File: config.mk
export PLATFORM = sky130hd
export DESIGN_NAME = nvram_io
export DESIGN_NICKNAME = d
export VERILOG_FILES = /design/src/rtl/nvram_pkg.sv /design/src/rtl/nvram_io.sv
export SDC_FILE = /design/constraint.sdc
export NUM_CORES = 1
export LEC_CHECK = 0
export BUFFER_PORTS_ARGS = -buffer_cell sky130_fd_sc_hd__buf_2
export CAP_MARGIN = 20
export CORE_ASPECT_RATIO = 0.7
export CORE_MARGIN = 2
export CORE_UTILIZATION = 43
export DETAILED_ROUTE_END_ITERATION = 12
export PLACE_DENSITY_LB_ADDON = 0.3
export SLEW_MARGIN = 10
export SYNTH_ARGS = -nofsm -noshare
export SYNTH_HDL_FRONTEND = slang
export SYNTH_SLANG_ARGS = --single-unit
File: constraint.sdc
create_clock -name clk_sys -period 1.97 [get_ports clk_sys]
set_input_delay 0.197 -clock clk_sys [delete_from_list [all_inputs] [get_ports clk_sys]]
set_output_delay 0.197 -clock clk_sys [all_outputs]
set_load 0.01 [all_outputs]
File: src/rtl/nvram_pkg.sv
// Shared types and helpers for the NVRAM save/restore bridge.
package nvram_pkg;

    typedef enum logic [1:0] {
        IDLE,
        WAIT_GNT,
        RD,
        WR
    } nv_state_t;

    localparam logic [15:0] NV_INDEX_DEF = 16'd4;

    function automatic logic [7:0] nv_din_pad(input logic [7:0] q,
                                              input int unsigned w);
        return q & (8'hFF >> (8 - w));
    endfunction

endpackage

File: src/rtl/nvram_io.sv
// ioctl <-> battery-backed CMOS RAM bridge: upload/download of NVRAM
// through hps_io, arbitrating for the RAM port against the CPU.
module nvram_io
    import nvram_pkg::*;
#(
    parameter int          ADDR_W   = 10,
    parameter int          DATA_W   = 4,
    parameter logic [15:0] NV_INDEX = NV_INDEX_DEF,
    parameter int          RD_LAT   = 1
) (
    input  logic              clk_sys,
    input  logic              reset_n,
    input  logic              ioctl_upload,
    input  logic              ioctl_download,
    input  logic [15:0]       ioctl_index,
    input  logic [24:0]       ioctl_addr,
    input  logic              ioctl_rd,
    input  logic              ioctl_wr,
    input  logic [7:0]        ioctl_dout,
    output logic [7:0]        ioctl_din,
    output logic              ioctl_wait,
    output logic              nv_req,
    input  logic              nv_gnt,
    output logic [ADDR_W-1:0] nv_addr,
    input  logic [DATA_W-1:0] nv_q,
    output logic [DATA_W-1:0] nv_d,
    output logic              nv_we,
    input  logic              cpu_nv_we,
    output logic              nv_dirty
);

    localparam logic [1:0] LAT_LAST = 2'(RD_LAT - 1);

    nv_state_t   state, state_n;
    logic [1:0]  lat_cnt;
    logic        op_rd;
    logic        sess, sess_q, up_q, last_done;
    logic        idx_ok, in_rng;
    logic        rd_acc, wr_acc, rd_cap, sess_end, clr;

    assign idx_ok = (ioctl_index == NV_INDEX);
    assign sess   = (ioctl_upload | ioctl_download) & idx_ok;
    assign in_rng = ((ioctl_addr >> ADDR_W) == 25'd0);

    // Strobes are only taken while idle; anything during a stall is dropped.
    assign rd_acc = reset_n & ioctl_rd & ioctl_upload & idx_ok &
                    (state == IDLE);
    assign wr_acc = reset_n & ioctl_wr & ioctl_download & idx_ok &
                    (state == IDLE) & ~rd_acc;

    assign ioctl_wait = rd_acc | wr_acc | (state != IDLE);
    assign nv_we      = (state == WR) & nv_gnt;

    assign sess_end = sess_q & ~sess;
    assign clr      = sess_end & (~up_q | last_done);

    always_comb begin
        state_n = state;
        rd_cap  = 1'b0;
        unique case (state)
            IDLE: begin
                if ((rd_acc | wr_acc) & in_rng) begin
                    if (!nv_gnt)
                        state_n = WAIT_GNT;
                    else if (rd_acc)
                        state_n = RD;
                    else
                        state_n = WR;
                end
            end
            WAIT_GNT: begin
                if (nv_gnt)
                    state_n = op_rd ? RD : WR;
            end
            RD: begin
                if (!nv_gnt) begin
                    state_n = WAIT_GNT;
                end else if (lat_cnt == LAT_LAST) begin
                    rd_cap  = 1'b1;
                    state_n = IDLE;
                end
            end
            WR: begin
                state_n = nv_gnt ? IDLE : WAIT_GNT;
            end
            default: state_n = IDLE;
        endcase
    end

    always_ff @(posedge clk_sys or negedge reset_n) begin
        if (!reset_n) begin
            state     <= IDLE;
            lat_cnt   <= 2'd0;
            op_rd     <= 1'b0;
            sess_q    <= 1'b0;
            up_q      <= 1'b0;
            last_done <= 1'b0;
            nv_req    <= 1'b0;
            nv_addr   <= '0;
            nv_d      <= '0;
            ioctl_din <= 8'h00;
            nv_dirty  <= 1'b0;
        end else begin
            state  <= state_n;
            sess_q <= sess;
            // Hold the port until an in-flight access drains.
            nv_req <= sess | (state_n != IDLE);

            if (sess)
                up_q <= ioctl_upload;

            if (rd_acc | wr_acc) begin
                op_rd <= rd_acc;
                if (in_rng)
                    nv_addr <= ADDR_W'(ioctl_addr);
                if (wr_acc & in_rng)
                    nv_d <= DATA_W'(ioctl_dout);
            end

            if (state == RD)
                lat_cnt <= lat_cnt + 2'd1;
            else
                lat_cnt <= 2'd0;

            if (rd_acc & ~in_rng)
                ioctl_din <= 8'h00;
            else if (rd_cap)
                ioctl_din <= nv_din_pad(8'(nv_q), DATA_W);

            if (rd_cap && nv_addr == {ADDR_W{1'b1}})
                last_done <= 1'b1;
            else if (sess_end)
                last_done <= 1'b0;

            // A CPU write in the clearing cycle must not be lost.
            if (cpu_nv_we)
                nv_dirty <= 1'b1;
            else if (clr)
                nv_dirty <= 1'b0;
        end
    end

endmodule

==> results of run 1 <==
## sequential cells by signal, summed over array words and instances (netlist names), 2 cells and up
signal,cells
nv_d,4
lat_cnt,2
ioctl_din,4
state,2
nv_addr,10
## metrics by stage
step	util (%)	setup WS (ns)	power [mW]	area [um2]
3_3_place_gp	59.1	0.186	1.07	1870
2_1_floorplan	-	0.239	0.917	1440
6_report	60.8	0.144	1.38	1930
5_1_grt	60.8	0.0405	1.47	1930
4_1_cts	60.7	0.0656	1.40	1920
3_5_place_dp	59.1	0.105	1.10	1870
## power by group through the flow
stage	Sequential, mW	Clock (mW)	Combinational (mW)
2_1_floorplan	0.727	0	0.190
3_3_place_gp	0.708	0	0.366
3_5_place_dp	0.719	0	0.382
4_1_cts	0.708	0.310	0.386
5_1_grt	0.716	0.332	0.419
6_report	0.706	0.296	0.380
## layout by cell type, fill, tap and decap left out, types with 2 or more instances in the layout
cell type,n
inv_1,4
nor4b_4,2
a21o_1,3
dfrtp_1,28
conb_1,4
clkbuf_8,3
nor3b_1,2
nand4_1,3
o21ai_0,6
mux2_1,8
nand2_1,2
and3b_1,2
buf_4,4
nor2_1,7
buf_2,77
nor4_2,5
mux2_2,2
nand4_2,4
mux2i_1,4
mux2_4,4
## area by class of cell
| class | instances | area [um2] | share of cell area (%) |
|---|---|---|---|
| sequential | 28 | 701 | 36.4 |
| multi-input combinational | 73 | 669 | 34.7 |
| clock buffer | 3 | 41.3 | 2.14 |
| inverter | 4 | 15.0 | 0.779 |
| timing repair buffer | 84 | 453 | 23.5 |
| tap | 38 | 47.5 | 2.47 |
## worst paths after layout
path,endpoint,slack (ns),cells after the start
worst max-delay path,nv_addr[3]$_DFFE_PN0N_,0.14,5
worst min-delay path,nv_dirty$_DFFE_PN0P_,0.12,2
worst max register to register,nv_addr[3]$_DFFE_PN0N_,0.14,5
worst min register to register,lat_cnt[0]$_DFF_PN0_,0.43,1
max in group asynchronous,nv_addr[7]$_DFFE_PN0N_,1.17,3
min in group asynchronous,state[0]$_DFF_PN0_,0.31,2
## routing by layer
| metal | part of all wire, % | track usage, % | up-vias | routed length (um) |
|---|---|---|---|---|
| li1 | - | - | 561 | - |
| met1 | 41 | 21.8 | 558 | 1360 |
| met2 | 53 | 33.6 | 41 | 1740 |
| met3 | 5.3 | 5.96 | 4 | 176 |
| met4 | 0.61 | 3.70 | 0 | 20 |
| met5 | 0 | 0 | - | 0 |
## critical path: cells and delay by family (launching register included)
family	cells	cell delay, ns
DFF	1	0.48
and+or+nand+nor	2	0.40
muxes	1	0.33
AOI/OAI and AO/OA	1	0.32
buffers and inverters	1	0.17
## logic make-up (layout without fill, tap and decap cells)
group | count (synthesis) | after routing | share of synthesized area, %
compound gates | 15 | 15 | 7.72
simple gates | 35 | 35 | 22.4
buf+inv | 10 | 91 | 4.74
other cells | 1 | 4 | 0.263
flops | 28 | 28 | 49.1
mux | 18 | 18 | 14.9
fa+ha+maj | 1 | 1 | 0.877
## what timing repair did
item / in CTS / in global routing
hold buffers: 1 / 0
buffers inserted: 0 / 0
endpoints found under the hold margin: 6 / 0
resized for setup: 0 / 1
endpoints found under the setup margin: 0 / 5
==> results.py, run 1 <==
metrics = {
    "outcome": {
        "outcome": "finished clean",
    },
    "yosys": {
        "synthTopCellsByCount": "28 x dfrtp_1, 8 x mux2_1, 7 x nor2_1",
        "netlist_top_cells_area": "dfrtp_1 49%, mux2_1 6.3%, nor4_2 4.4%",
        "synth_ff_type": "dfrtp_1",
        "synth_seq_cells": 28,
        "yosys.area.top_type_share_pct": 49.1,
        "synth_edf_count": 0,
        "seq_area_frac_synth_pct": 49.1,
        "async_reset_ff_share_pct": 100,
        "ys_types": 34,
        "syn_area_um2": 1430,
        "yosysTopAreaCell": "dfrtp_1",
        "ys_warn_count": 0,
        "avgSynthCellArea_um2": 13.2,
        "synthCells": 108,
        "post-synth-top-count-cell": "dfrtp_1",
    },
    "drt": {
        "drt_iter0_drc": 31,
        "first_pass_iters": 3,
        "vias": 1164,
        "vias_per_cell": 5.06,
        "wl_um": 3300,
        "drc": 0,
        "detail-route-antenna-nets": 0,
        "routedWlPerCell_um": 14.3,
    },
    "pwr": {
        "vdd_drop_max_mv": 0.528,
        "sw_frac_of_total_pct": 30.2,
        "powerDensity_nw_per_um2": 717,
        "pwr-share-clk_pct": 21.4,
        "total_leakage_power_nw": 1.06,
        "power.switching_uw": 418,
        "comb_power_share_pct": 27.5,
        "internal_power_uw": 964,
        "seq_power_share_pct": 51.1,
    },
    "sta": {
        "finClkSkew_ns": 0.00234,
        "setup_viol": 0,
        "fmax_mhz": 548,
        "rsz0062_at_grt": "no",
        "fin_setup_tns_ns": 0,
        "min_period_ns": 1.83,
        "whs_ns": 0.116,
        "hold_viol_final": 0,
        "slew_violations": 0,
        "fin_crit_sh_pct": 92.7,
    },
    "grt": {
        "track_usage_pct": 18.6,
        "grt_overflow_total": 0,
        "grt_pass1_vias": 1192,
        "grt_max_degree": 23,
        "antenna_found_initial": 0,
        "grt_first_pass_wirelength_um": 5380,
    },
    "worst_setup_path": {
        "start_kind": "flip-flop",
        "slowest_delay_ns": 0.48,
        "critPathSlowestCell": "dfrtp_1",
        "end_kind": "flip-flop",
        "critical_path_class": "flip-flop to flip-flop",
        "required_ns": 2.12,
        "arrival_ns": 1.98,
        "worstSetupStartpoint": "state[0]$_DFF_PN0_",
        "rr_startpoint": "state[0]$_DFF_PN0_",
        "cp_cell_sequence": "nor2_4 > nand4_2 > a211oi_4 > buf_12 > mux2_1",
        "cp_max_fo": 12,
    },
    "clock_tree": {
        "clkTransAtPathRegs_ns": 0.08,
        "cts_root_buf": "clkbuf_8",
        "numCtsBuffers": 3,
        "h-tree-depth": 1,
        "cts_buffer_depth": 2,
        "cts_tree": "done",
        "cts.sinks": 28,
        "clkLatencyLatePin_ns": 0.27,
    },
    "floorplanning": {
        "fp.coreArea_um2": 3170,
        "io_pins": 87,
        "initial_core_util_pct": 45.0,
        "die_y_um": 52.2,
        "rows": 17,
        "chipWidth_um": 72.8,
        "die-area_um2": 3800,
    },
    "finish": {
        "final_cells": 230,
        "nNetsFinal": 256,
        "syn2layout_area_growth_pct": 35.1,
        "n_antenna_cell": 0,
        "fillers": 275,
        "drive_gt1_share_pct": 55.7,
    },
    "job": {
        "maxCapViolations": 0,
    },
    "placement": {
        "gp_routability_congestion": 0.784,
        "portBuffers": 78,
        "dpl.cell_count": 226,
        "hpwl_um": 2760,
    },
    "min_path": {
        "hold_class": "input pin to flip-flop",
        "min_from": "cpu_nv_we",
    },
}
(Power assumes the default switching activity.)
==> run 2: changes to the inputs <==
CORE_UTILIZATION = 46   (was 43)
clock period = 2.35 ns   (was 1.97 ns; I/O delays follow)
==> results.py, run 2 (same netlist as run 1, synthesis figures left out) <==
metrics = {
    "outcome": {
        "outcome": "finished clean",
    },
    "sta": {
        "fin_setup_tns_ns": 0,
        "min_period_ns": 2.06,
        "slew_violations": 0,
        "rsz0062_at_grt": "no",
        "worstMarginPinSlew_ns": 0.602,
        "setup_viol": 0,
        "max-slew-margin-rel_pct": 59.8,
        "hold_viol_final": 0,
        "fmax_mhz": 486,
        "fin_crit_sh_pct": 87.6,
        "whs_ns": 0.158,
        "finClkSkew_ns": 0.00681,
    },
    "drt": {
        "drt_iter0_drc": 63,
        "vias": 1181,
        "first_pass_iters": 4,
        "vias_per_cell": 5.23,
        "detail-route-antenna-nets": 0,
        "drc": 0,
        "wl_um": 3220,
        "routedWlPerCell_um": 14.3,
    },
    "floorplanning": {
        "rows": 16,
        "fp.coreArea_um2": 2880,
        "io_pins": 87,
        "die_y_um": 50.6,
        "initial_core_util_pct": 49.5,
        "chipWidth_um": 70.6,
        "die-area_um2": 3570,
    },
    "pwr": {
        "vdd_drop_max_mv": 0.470,
        "powerDensity_nw_per_um2": 623,
        "total_power_mw": 1.18,
        "total_leakage_power_nw": 1.05,
    },
    "grt": {
        "met1_usage_pct": 23.2,
        "grt_first_pass_wirelength_um": 5600,
        "use_met2_pct": 37.4,
        "grt_max_degree": 24,
        "gr-max-usage-layer": "met2",
        "grt.met3_usage_pct": 5.82,
        "antenna_found_initial": 0,
        "grt_pass1_vias": 1273,
        "grt_overflow_total": 0,
        "track_usage_pct": 19.9,
    },
    "worst_setup_path": {
        "required_ns": 2.51,
        "cp.buffers_inverters": 2,
        "start_kind": "input pin",
        "arrival_ns": 2.22,
        "slowest_delay_ns": 0.60,
        "critical-path-top-delay-family": "buffers and inverters",
        "end_kind": "flip-flop",
        "critPathSlowestCell": "a211oi_4",
        "critical_path_class": "input pin to flip-flop",
        "cp_cell_sequence": "dlygate4sd3_1 > buf_2 > nand4_2 > a211oi_4 > mux2_2",
        "cp_max_fo": 11,
    },
    "finish": {
        "n_antenna_cell": 0,
        "syn2layout_area_growth_pct": 33.2,
        "nNetsFinal": 253,
        "final_common_cell": "buf_2",
        "layout_common_cells": "78 x buf_2, 28 x dfrtp_1, 8 x mux2_1",
        "top_register": "nv_addr",
        "fillers": 238,
        "layout_top_registers": "nv_addr: 10 flops, ioctl_din: 4 flops, nv_d: 4 flops",
        "largest_register_ffs": 10,
        "drive_gt1_share_pct": 55.3,
    },
    "clock_tree": {
        "clkTransAtPathRegs_ns": 0.09,
        "cts_root_buf": "clkbuf_8",
        "h-tree-depth": 1,
        "cts_buffer_depth": 2,
        "cts.repair.resized": 0,
        "postCtsSetupRepairBufs": 0,
        "cts_tree": "done",
        "clkLatencyLatePin_ns": 0.27,
        "ctsHoldBuffers": 1,
        "numCtsBuffers": 3,
        "cts.sinks": 28,
    },
    "placement": {
        "portBuffers": 78,
        "hpwl_um": 2670,
        "gp_routability_congestion": 0.760,
    },
    "min_path": {
        "hold_class": "input pin to flip-flop",
    },
    "job": {
        "maxCapViolations": 0,
    },
}
-- run 2: cell types whose count changed in the layout (fill, tap and decap cells not counted), sizes merged --
| cell | delta |
|---|---|
| buf | -2 |
-- run 2: power breakdown --
part | internal, mW | switching [mW] | leakage [nW] | total, mW
Combinational | 0.141 | 0.156 | 0.647 | 0.297
Clock | 0.150 | 0.139 | 0.0288 | 0.289
Sequential | 0.542 | 0.0554 | 0.372 | 0.597
Total | 0.833 | 0.350 | 1.05 | 1.18
-- run 2: routing by layer --
metal	up-vias	routed length [um]	part of all wire [%]
met1	585	1360	42
met4	0	4	0.12
met2	39	1700	53
met3	2	159	4.9
li1	555	-	-
met5	-	0	0
-- run 2: worst paths after layout --
check | slack [ns] | cells past startpoint | endpoint | from
max in group asynchronous | 1.47 | 3 | last_done$_DFFE_PN0P_ | reset_n
setup / recovery | 0.29 | 5 | nv_addr[8]$_DFFE_PN0N_ | reset_n
hold / removal | 0.16 | 2 | nv_dirty$_DFFE_PN0P_ | cpu_nv_we
hold reg to reg | 0.43 | 1 | lat_cnt[0]$_DFF_PN0_ | lat_cnt[0]$_DFF_PN0_
min in group asynchronous | 0.34 | 2 | state[0]$_DFF_PN0_ | reset_n
setup reg to reg | 0.33 | 4 | nv_addr[8]$_DFFE_PN0N_ | state[1]$_DFF_PN0_
-- run 2: metrics by stage --
stage               worst slack [ns]  instances  util (%)  cell area, um2
floorplan                      0.619        111         -            1440
finish                         0.292        226      65.9            1900
detailed placement             0.319        221      63.7            1840
CTS                            0.269        226      65.9            1900
global route                   0.159        226      65.9            1900
global placement               0.339        221      63.7            1840
-- run 2: cell type report --
cell class	instances	area [um2]	share of cell area, %
clock buffer	4	55.1	2.90
inverter	4	15.0	0.790
multi-input combinational	73	669	35.2
sequential	28	701	36.9
tap	36	45.0	2.37
timing repair buffer	81	415	21.9
==> run 3: changes to the inputs <==
BUFFER_PORTS_ARGS = -buffer_cell sky130_fd_sc_hd__buf_4   (was -buffer_cell sky130_fd_sc_hd__buf_2)
==> results.py, run 3 (same netlist as run 1, synthesis figures left out) <==
metrics = {
    "outcome": {
        "outcome": "finished clean",
    },
    "sta": {
        "fmax_mhz": 533,
        "timing.final.ws_setup_ns": 0.473,
        "max-slew-margin-rel_pct": 63.1,
        "fin_crit_sh_pct": 79.9,
        "hold_viol_final": 0,
        "setup_viol": 0,
        "worstMarginPinSlew_ns": 0.553,
        "finClkSkew_ns": 0.00333,
        "rsz0062_at_grt": "no",
        "min_period_ns": 1.88,
        "fin_setup_tns_ns": 0,
        "slew_violations": 0,
    },
    "clock_tree": {
        "cts_root_buf": "clkbuf_8",
        "cts_tree": "done",
        "cts.repair.resized": 0,
        "h-tree-depth": 1,
        "clkTransAtPathRegs_ns": 0.09,
        "postCtsSetupRepairBufs": 0,
        "ctsHoldBuffers": 1,
        "clkLatencyLatePin_ns": 0.27,
        "cts.sinks": 28,
        "cts_buffer_depth": 2,
        "numCtsBuffers": 3,
    },
    "floorplanning": {
        "io_pins": 87,
        "rows": 16,
        "chipWidth_um": 70.6,
        "die-area_um2": 3570,
        "die_y_um": 50.6,
        "fp.coreArea_um2": 2880,
        "initial_core_util_pct": 49.5,
    },
    "job": {
        "maxCapViolations": 0,
    },
    "finish": {
        "drive_gt1_share_pct": 55.0,
        "layout_common_cells": "80 x buf_4, 28 x dfrtp_1, 8 x mux2_1",
        "syn2layout_area_growth_pct": 46.0,
        "largest_register_ffs": 10,
        "final_common_cell": "buf_4",
        "layout_top_registers": "nv_addr: 10 flops, ioctl_din: 4 flops, nv_d: 4 flops",
        "nNetsFinal": 253,
        "n_antenna_cell": 0,
        "top_register": "nv_addr",
    },
    "worst_setup_path": {
        "slowest_delay_ns": 0.51,
        "cp_max_fo": 9,
        "rr_worst_depth": 4,
        "worstSetupStartpoint": "state[1]$_DFF_PN0_",
        "worstReg2RegEnd": "nv_d[2]$_DFFE_PN0P_",
        "r2r_setup_slack_ns": 0.47,
        "critical_path_class": "flip-flop to flip-flop",
        "end_kind": "flip-flop",
        "cp.buffers_inverters": 0,
        "critPathSlowestCell": "nor4b_4",
        "cp_cell_sequence": "nor2_4 > nand4_2 > nor4b_4 > mux2_4",
        "critPathCapture": "nv_d[2]$_DFFE_PN0P_",
        "cp.depth": 4,
        "start_kind": "flip-flop",
        "critical-path-top-delay-family": "simple AND/OR/NAND/NOR gates",
        "rr_startpoint": "state[1]$_DFF_PN0_",
        "arrival_ns": 2.04,
        "required_ns": 2.51,
    },
    "grt": {
        "grt_max_degree": 24,
        "antenna_found_initial": 0,
        "track_usage_pct": 21.0,
        "grt_first_pass_wirelength_um": 5720,
        "grt_pass1_vias": 1191,
        "grt_overflow_total": 0,
    },
    "pwr": {
        "total_leakage_power_nw": 1.09,
        "total_power_mw": 1.20,
        "powerDensity_nw_per_um2": 579,
        "vdd_drop_max_mv": 0.548,
    },
    "drt": {
        "vias_per_cell": 5.20,
        "first_pass_iters": 4,
        "drt_iter0_drc": 64,
        "vias": 1170,
        "wl_um": 3450,
        "routedWlPerCell_um": 15.4,
        "detail-route-antenna-nets": 0,
        "drc": 0,
    },
    "placement": {
        "place_ws_ns": 0.433,
        "gp_routability_congestion": 0.766,
        "hpwl_um": 2850,
        "portBuffers": 78,
    },
    "min_path": {
        "holdPathStages": 2,
        "hold_class": "input pin to flip-flop",
    },
}
-- run 3: area by class of cell --
cell class / count / area (um2)
Multi-Input combinational cell: 73 / 669
Tap cell: 36 / 45.0
Inverter: 4 / 15.0
Sequential cell: 28 / 701
Fill cell: 198 / 801
Timing Repair Buffer: 81 / 611
Clock buffer: 3 / 41.3
-- run 3: worst min path at each step --
stage / start / to / slack (ns)
2_1_floorplan: reset_n / ioctl_din[0]$_DFFE_PN0P_ / -0.06
3_3_place_gp: reset_n / op_rd$_DFFE_PN0P_ / 0.06
3_5_place_dp: reset_n / op_rd$_DFFE_PN0P_ / 0.07
4_1_cts: cpu_nv_we / nv_dirty$_DFFE_PN0P_ / 0.15
5_1_grt: cpu_nv_we / nv_dirty$_DFFE_PN0P_ / 0.14
6_report: cpu_nv_we / nv_dirty$_DFFE_PN0P_ / 0.15
-- run 3: per-stage QoR --
stage / util (%) / hold WS, ns / instance area (um2) / std cells
floorplan: - / -0.0606 / 1440 / 111
global placement: 70.4 / 0.0636 / 2030 / 221
detailed placement: 70.4 / 0.0658 / 2030 / 221
CTS: 72.2 / 0.149 / 2080 / 225
global route: 72.2 / 0.141 / 2080 / 225
finish: 72.2 / 0.149 / 2080 / 225
-- run 3: report_power, final --
| part | switching (mW) | internal [mW] |
|---|---|---|
| Sequential | 0.0595 | 0.542 |
| Combinational | 0.158 | 0.195 |
| Clock | 0.136 | 0.115 |
-- run 3: per-layer routing --
metal	up-vias	global-route usage, %	wire length, um
met3	4	7.03	230
met1	568	25.1	1370
met5	-	0	0
met2	38	36.2	1810
li1	560	-	-
met4	0	6.92	42
